===== src/rtl/leddc_pkg.sv =====
// LEDDC transmitter shared definitions.
// Word/address widths, frame defaults and FSM states.
package leddc_pkg;

  localparam int WORD_W  = 16;
  localparam int ADDR_W  = 11;
  localparam int BIT_W   = 4;
  localparam int WPF_DEF = 512;

  typedef enum logic [2:0] {
    IDLE,
    FETCH,
    LOAD,
    SHIFT,
    GAP,
    DONE
  } state_e;

  // Pattern-memory word address; 11-bit, never wraps for legal frames.
  function automatic logic [ADDR_W-1:0] word_addr(
    input logic [1:0]        frame,
    input logic [ADDR_W-1:0] cnt,
    input int                wpf
  );
    return ADDR_W'(frame) * ADDR_W'(wpf) + cnt;
  endfunction

endpackage


===== src/rtl/leddc_if.sv =====
// Pattern-memory read port of the LEDDC transmitter.
// Synchronous read: rdata is valid the cycle after mem_rd.
interface leddc_if;
  import leddc_pkg::*;

  logic              mem_rd;
  logic [ADDR_W-1:0] mem_addr;
  logic [WORD_W-1:0] mem_rdata;

  modport master (
    output mem_rd,
    output mem_addr,
    input  mem_rdata
  );

  modport slave (
    input  mem_rd,
    input  mem_addr,
    output mem_rdata
  );

endinterface


===== src/rtl/leddc_tx_shreg.sv =====
// 16-bit load/shift register with bit counter.
// Serial output is registered and drops to 0 after bit 15.
module leddc_tx_shreg
  import leddc_pkg::*;
(
  input  logic              clk_i,
  input  logic              rst_i,
  input  logic              load_i,
  input  logic              shift_i,
  input  logic [WORD_W-1:0] data_i,
  output logic              sout_o,
  output logic              last_o
);

  logic [WORD_W-1:0] sr_q;
  logic [BIT_W-1:0]  cnt_q;
  logic              sout_q;

  assign last_o = (cnt_q == '1);
  assign sout_o = sout_q;

  // Load a word, then shift it out LSB first.
  always_ff @(posedge clk_i) begin
    if (rst_i) begin
      sr_q   <= '0;
      cnt_q  <= '0;
      sout_q <= 1'b0;
    end else if (load_i) begin
      sr_q   <= data_i;
      cnt_q  <= '0;
      sout_q <= data_i[0];
    end else if (shift_i) begin
      sr_q   <= sr_q >> 1;
      cnt_q  <= cnt_q + BIT_W'(1);
      sout_q <= last_o ? 1'b0 : sr_q[1];
    end
  end

endmodule


===== src/rtl/leddc_tx.sv =====
// LEDDC serial frame transmitter.
// Fetches words from pattern memory, sends them LSB first on DAI/DEN.
module leddc_tx
  import leddc_pkg::*;
#(
  parameter int WORDS_PER_FRAME = WPF_DEF,
  parameter int GAP_CYCLES      = 2
) (
  input  logic       DCK,
  input  logic       rst,
  input  logic       start,
  input  logic [1:0] frame_idx,
  leddc_if.master    mem,
  output logic       DAI,
  output logic       DEN,
  output logic       busy,
  output logic       done
);

  localparam logic [ADDR_W-1:0] LAST_W =
    ADDR_W'(WORDS_PER_FRAME - 1);
  localparam logic [3:0] GAP_INIT =
    4'(GAP_CYCLES > 0 ? GAP_CYCLES - 1 : 0);

  state_e            state_q, state_d;
  logic [1:0]        frame_q, frame_d;
  logic [ADDR_W-1:0] wcnt_q, wcnt_d;
  logic [3:0]        gap_q, gap_d;
  logic              rd_q, rd_d;
  logic [ADDR_W-1:0] addr_q, addr_d;
  logic              den_q, den_d;
  logic              busy_q, busy_d;
  logic              done_q, done_d;
  logic              sh_load, sh_shift, sh_last;

  leddc_tx_shreg u_shreg (
    .clk_i   (DCK),
    .rst_i   (rst),
    .load_i  (sh_load),
    .shift_i (sh_shift),
    .data_i  (mem.mem_rdata),
    .sout_o  (DAI),
    .last_o  (sh_last)
  );

  // Next state, word/gap counters and registered-output values.
  always_comb begin
    state_d  = state_q;
    frame_d  = frame_q;
    wcnt_d   = wcnt_q;
    gap_d    = gap_q;
    sh_load  = 1'b0;
    sh_shift = 1'b0;
    unique case (state_q)
      IDLE: begin
        if (start) begin
          frame_d = frame_idx;
          wcnt_d  = '0;
          state_d = FETCH;
        end
      end
      FETCH: state_d = LOAD;
      LOAD: begin
        sh_load = 1'b1;
        state_d = SHIFT;
      end
      SHIFT: begin
        sh_shift = 1'b1;
        if (sh_last) begin
          if (wcnt_q == LAST_W) begin
            state_d = DONE;
          end else begin
            wcnt_d = wcnt_q + ADDR_W'(1);
            if (GAP_CYCLES == 0) begin
              state_d = FETCH;
            end else begin
              state_d = GAP;
              gap_d   = GAP_INIT;
            end
          end
        end
      end
      GAP: begin
        if (gap_q == '0) state_d = FETCH;
        else gap_d = gap_q - 4'd1;
      end
      DONE: state_d = IDLE;
      default: state_d = IDLE;
    endcase
    rd_d   = (state_d == FETCH);
    addr_d = rd_d ?
      word_addr(frame_d, wcnt_d, WORDS_PER_FRAME) : addr_q;
    den_d  = (state_d == SHIFT);
    busy_d = (state_d != IDLE);
    done_d = (state_d == DONE);
  end

  // State and output registers; reset abandons any frame.
  always_ff @(posedge DCK) begin
    if (rst) begin
      state_q <= IDLE;
      frame_q <= '0;
      wcnt_q  <= '0;
      gap_q   <= '0;
      rd_q    <= 1'b0;
      addr_q  <= '0;
      den_q   <= 1'b0;
      busy_q  <= 1'b0;
      done_q  <= 1'b0;
    end else begin
      state_q <= state_d;
      frame_q <= frame_d;
      wcnt_q  <= wcnt_d;
      gap_q   <= gap_d;
      rd_q    <= rd_d;
      addr_q  <= addr_d;
      den_q   <= den_d;
      busy_q  <= busy_d;
      done_q  <= done_d;
    end
  end

  assign mem.mem_rd   = rd_q;
  assign mem.mem_addr = addr_q;
  assign DEN          = den_q;
  assign busy         = busy_q;
  assign done         = done_q;

endmodule


===== src/flat_wrapper.sv =====
// flat-port wrapper written by rule: the top's interface ports become plain ports
module leddc_tx_flat import leddc_pkg::*;
#(
  parameter int WORDS_PER_FRAME = WPF_DEF,
  parameter int GAP_CYCLES      = 2
)
  (DCK, rst, start, frame_idx, DAI, DEN, busy, done, mem_mem_rd, mem_mem_addr, mem_mem_rdata);
  leddc_if mem_i ();
  input  logic DCK;
  input  logic rst;
  input  logic start;
  input  logic [1:0] frame_idx;
  output logic DAI;
  output logic DEN;
  output logic busy;
  output logic done;
  output wire logic [$bits(mem_i.mem_rd)-1:0] mem_mem_rd;
  output wire logic [$bits(mem_i.mem_addr)-1:0] mem_mem_addr;
  input wire logic [$bits(mem_i.mem_rdata)-1:0] mem_mem_rdata;
  assign mem_mem_rd = mem_i.mem_rd;
  assign mem_mem_addr = mem_i.mem_addr;
  assign mem_i.mem_rdata = mem_mem_rdata;
  leddc_tx #(.WORDS_PER_FRAME(WORDS_PER_FRAME), .GAP_CYCLES(GAP_CYCLES)) u_core (.DCK(DCK), .rst(rst), .start(start), .frame_idx(frame_idx), .mem(mem_i), .DAI(DAI), .DEN(DEN), .busy(busy), .done(done));
endmodule

===== config.mk =====
export PLATFORM = sky130hd
export DESIGN_NAME = leddc_tx_flat
export DESIGN_NICKNAME = d
export VERILOG_FILES = /design/src/rtl/leddc_pkg.sv /design/src/rtl/leddc_if.sv /design/src/rtl/leddc_tx_shreg.sv /design/src/rtl/leddc_tx.sv /design/src/flat_wrapper.sv
export SDC_FILE = /design/constraint.sdc
export NUM_CORES = 1
export LEC_CHECK = 0
export BUFFER_PORTS_ARGS = -buffer_cell sky130_fd_sc_hd__buf_2
export CORE_MARGIN = 2
export CORE_UTILIZATION = 50
export CTS_CLUSTER_SIZE = 16
export DETAILED_ROUTE_END_ITERATION = 8
export PLACE_DENSITY_LB_ADDON = 0.08
export SETUP_SLACK_MARGIN = 0.3
export SKIP_LAST_GASP = 1
export SLEW_MARGIN = 25
export SYNTH_ARGS = -nofsm -noshare
export SYNTH_HDL_FRONTEND = slang
export SYNTH_SLANG_ARGS = --single-unit

===== constraint.sdc =====
create_clock -name DCK -period 4.8 [get_ports DCK]
set_input_delay 0.96 -clock DCK [delete_from_list [all_inputs] [get_ports DCK]]
set_output_delay 0.96 -clock DCK [all_outputs]
set_load 0.01 [all_outputs]

; ---- After elaboration in Yosys (flattened, before gate mapping)
; Index checks and enable logic that the tools add are counted.
[word_totals]
register_bits = 56
inputBits = 21
output_inout_bits = 16
word_cells = 57
[classes]
n_addsub = 4
n_eq_ne = 12
mux = 22
n_reduce_logical = 7
[ops]
columns = operator, n
row1 = $mux W11, 3
row2 = $mux W16, 2
row3 = $pmux W11 S2, 1
row4 = $pmux W3 S5, 1
row5 = $mux W4, 3
row6 = $add A11 B1 Y11 const B, 1
row7 = $add A11 B11 Y11, 1
row8 = $eq A11 B9 Y1 const B, 1
row9 = $eq A3 B2 Y1 const B, 3
row10 = $mux W3, 3
row11 = $pmux W4 S2, 1
row12 = $eq A3 B1 Y1 const B, 2
row13 = $eq A3 B3 Y1 const B, 2
row14 = $mux W1, 6
row15 = $ne A2 B2 Y1 const B, 3
row16 = $add A4 B1 Y4 const B, 1
row17 = $eq A4 B4 Y1 const B, 1
row18 = $logic_not A4 Y1, 1
row19 = $mux W2, 2
row20 = $reduce_and A4 Y1, 1
row21 = $reduce_bool A2 Y1, 2
row22 = $sub A4 B1 Y4 const B, 1
row23 = $logic_not A3 Y1, 1
row24 = $reduce_bool A3 Y1, 1
row25 = $reduce_or A2 Y1, 1

; ---- Logic depth before layout (Yosys ltp)
[depth]
depth_word = 5
depth_mapped = 13
ltp_nobuf = 11

; ---- Modules after synthesis
; A second synthesis with hierarchy kept.
[unflattened]
cells_unflattened = 271
area_unflattened_um2 = 2521.2
[modules_own_cells]
columns = mod, instances, cells_each, area_each_um2, seq_area_each_um2
row1 = leddc_tx, 1, 183, 1605.3, 700.7
row2 = leddc_tx_shreg, 1, 88, 915.9, 400.4

; ---- Worst setup path after synthesis
; OpenSTA, ideal clock, no wires.
[synth_timing]
kind = in2reg
from = input port start
to = register u_core.addr_q[10], in the netlist u_core.mem.mem_addr[10]
setup_ps = 79
arrival_ps = 3367
required_ps = 4721
path_slack_ps = 1354
path_stages = 11
path_buffers = 2
cell_sequence = or4b_1 -> buf_2 -> clkbuf_1 -> nand2_1 -> o21ai_0 -> o2bb2ai_1 -> ha_1 -> or3b_1 -> a311oi_1 -> or4b_1 -> o211ai_1
[synth_between]
elab_chain_cells = 3
elab_cells_between_ends = 8
classes_between = add/sub: 1 / eq/ne: 1 / mux: 6
[synth_rtl]
columns = item, line_no
row1 = from (decl), flat_wrapper.sv:11  ; input logic start;
row2 = $mux W11, leddc_tx.sv:56  ; if (start) begin
row3 = $pmux W11 S2, leddc_tx.sv:54  ; unique case (state_q)
row4 = named net u_core.wcnt_d[9], leddc_tx.sv:27  ; logic [ADDR_W-1:0] wcnt_q, wcnt_d;
row5 = $add A11 B11 Y11, leddc_pkg.sv:25  ; return ADDR_W'(frame) * ADDR_W'(wpf) + cnt;
row6 = to (signal assigned), leddc_tx.sv:116  ; addr_q <= addr_d;
row7 = to (decl), leddc_tx.sv:30  ; logic [ADDR_W-1:0] addr_q, addr_d;
; The timed path passes the listed nets, and every way through them passes these cells.
; A chain may end at the register's enable or synchronous reset.

; ---- Worst setup path after layout
; Ends and elaborated chain as after synthesis.

==> metrics <==
die area 5674 sq um; Seq/Total Area, Yosys 0.4329; Final period util 0.7116; initial antenna violation count 0; share of cells above drive strength 1 0.1693; most common cell after layout, fill and taps aside dfxtp_1; num ports 37; Crit Path Max Fanout 15; synthesized area per cell 8.652 sq um; hold crit path type reg2reg; kind of critical path in2reg; DR vias/cell 5.474; Slew HR 0.3855; Clk pwr share 0.288; maximum clock insertion buffer count 2; Routed wire per std cell 13.31 microns; GPL Wtd Cong 0.8340; DR WL met2 2.177 mm; Area growth syn-to-layout 10.92%; Max-cap violations 0; core area 4817 sq um; setup_tns 0 ns; Yosys cell types 47; Via Count 2,113; hold_ws 0.4692 ns; peak supply drop 0.2285 mV; crit path capture type flip-flop; final wirelength 5.136 mm; hold buffer count at cts 0; filler instances 475; Final ANT Viol Nets 0; HPWL Detailed 3.472 mm; Post-CTS Resized 0; RSZ-0062 raised after global routing false; Met1 Wirelength 2.714 mm; GRT overflow 0; Total Routing Usage GR 0.1961; largest net degree at the start of global routing 54; Synthesis Warnings 0; first-pass GRT wire length 8.611 mm; drt drc 0; vias in the first global route 1,850; combinational share of power 0.140; Skew-Pair Late Insertion Delay 0.31 ns; site row count 25; total power 873.1 uW; PortBufs 36; Starting Density 0.5281; n_diodes 0; commonest cells after routing, fill and taps aside dfxtp_1 (55), nor2_1 (50), buf_2 (36), a211oi_1 (23); DR iter-0 viols 151; switching power total 236.5 uW; Pre-Repair DR Iteration Count 5; CP required 5.04 ns; cell area after synthesis 2544 sq um; # setup viols final 0; number of clock sinks 55; FF+latch count, synth 55; EDFF count, synth 0; Die X 75.33 microns; register share of total power 0.572; DR top layer met4; multi-input combinational cell area 1334 sq um; setup bufs post-CTS 0; Tightest Pin Transition 0.9217 ns; syn_nets 320; Clk pin slew, worst setup/hold paths 0.09 ns; layout net count 344; Worst setup SP type primary input; total internal power 636.5 uW; Syn Inst Count 294; final hold violation count 0; CTS buffer count 5; CTS root buf clkbuf_8; Leakage 1.062 nW; maximum clock rate 292.8 MHz; htree depth 2; Slew Viols, Final 0; CTS tree done; data arrival time of the critical path 3.65 ns; met3 wire len 175 microns; clk_skew 0.006898 ns; ys flop type dfxtp_1; status finished clean; PwrDens 309.4 nW/um^2; async set-reset flop share out of synthesis 0; Storage cell area 1101 sq um; Die H 75.33 microns; min Tclk post-route 3.416 ns; Switching Share 0.2709
## cells by family after synthesis
logic type,Yosys count,share of synthesized area
buffers and inverters,27,0.04378
flip-flops,55,0.4329
adder cells (fa/ha/maj),5,0.02459
XOR/XNOR,2,0.006888
AND/OR/NAND/NOR,124,0.2420
AO/OA/AOI/OAI,61,0.1692
multiplexers,20,0.08067
## routing by layer
layer	track usage	vias to the layer above
li1	-	1115
met1	0.2897	959
met2	0.2841	32
met3	0.03968	7
met4	0.07018	0
met5	0	-
## worst paths after layout
check | startpoint | endpoint | slack (ns) | depth (start not counted)
worst max-delay path | start | u_core.mem.mem_addr[10] | 1.38 | 10
worst min-delay path | u_core.u_shreg.sr_q[15] | u_core.u_shreg.sr_q[15] | 0.47 | 2
worst max register to register | u_core.state_q[0] | u_core.mem.mem_addr[10] | 1.55 | 9
worst min register to register | u_core.u_shreg.sr_q[15] | u_core.u_shreg.sr_q[15] | 0.47 | 2
## per-stage QoR
| stage | util | area [sq um] | worst slack, ns | instances |
|---|---|---|---|---|
| after CTS | 0.5857 | 2821 | 1.403 | 386 |
| after global placement | 0.5681 | 2736 | 1.147 | 378 |
| after floorplan | - | 2544 | 1.354 | 294 |
| after detailed placement | 0.5681 | 2736 | 1.084 | 378 |
| after global routing | 0.5857 | 2821 | 1.174 | 386 |
| final | 0.5857 | 2821 | 1.384 | 386 |
## synthesized netlist by cell type (5+ instances only)
cell      count  area [sq um]
nand3_1      12         60.06
nor3_1       10         50.05
nand2_1      16         60.06
o21ai_0       5         25.02
mux2i_1      16         160.2
inv_1         6         22.52
a21oi_1      10         50.05
nor2_1       50         187.7
a211oi_1     23         172.7
dfxtp_1      55          1101
ha_1          5         62.56
clkbuf_1     16         60.06
## cell type report
class,instances,area share
multi-input cells,212,0.4727
flip-flops and latches,55,0.3902
repair buffers,38,0.06918
well taps,67,0.02971
clock buffers,6,0.02572
inverters,6,0.007982
clock inverters,2,0.004435
## sequential cells by signal (all words and copies together), names as in the netlist
| name | flops |
|---|---|
| u_core.mem.mem_addr | 11 |
| u_core.busy | 1 |
| u_core.wcnt_q | 11 |
| u_core.u_shreg.sout_o | 1 |
| u_core.mem.mem_rd | 1 |
| u_core.u_shreg.sr_q | 15 |
| u_core.DEN | 1 |
| u_core.frame_q | 2 |
| u_core.done | 1 |
| u_core.state_q | 3 |
| u_core.u_shreg.cnt_q | 4 |
| u_core.gap_q | 4 |
## worst max-delay path: stages
cell and delay [ns]:
buf_2 0.09, or4b_1 0.71, nand2_1 0.19, o21ai_0 0.11, o2bb2ai_1 0.17, ha_1 0.23
or3b_1 0.39, a311oi_1 0.24, or4b_1 0.45, o211ai_1 0.09
## power by group through the flow
stage | registers, mW | clock network [mW] | logic (mW)
2_1_floorplan | 0.510 | 0 | 0.0873
3_3_place_gp | 0.509 | 0 | 0.121
3_5_place_dp | 0.510 | 0 | 0.123
4_1_cts | 0.499 | 0.259 | 0.123
5_1_grt | 0.503 | 0.273 | 0.137
6_report | 0.499 | 0.252 | 0.122
Note: power is estimated with default switching activity, not from simulation.
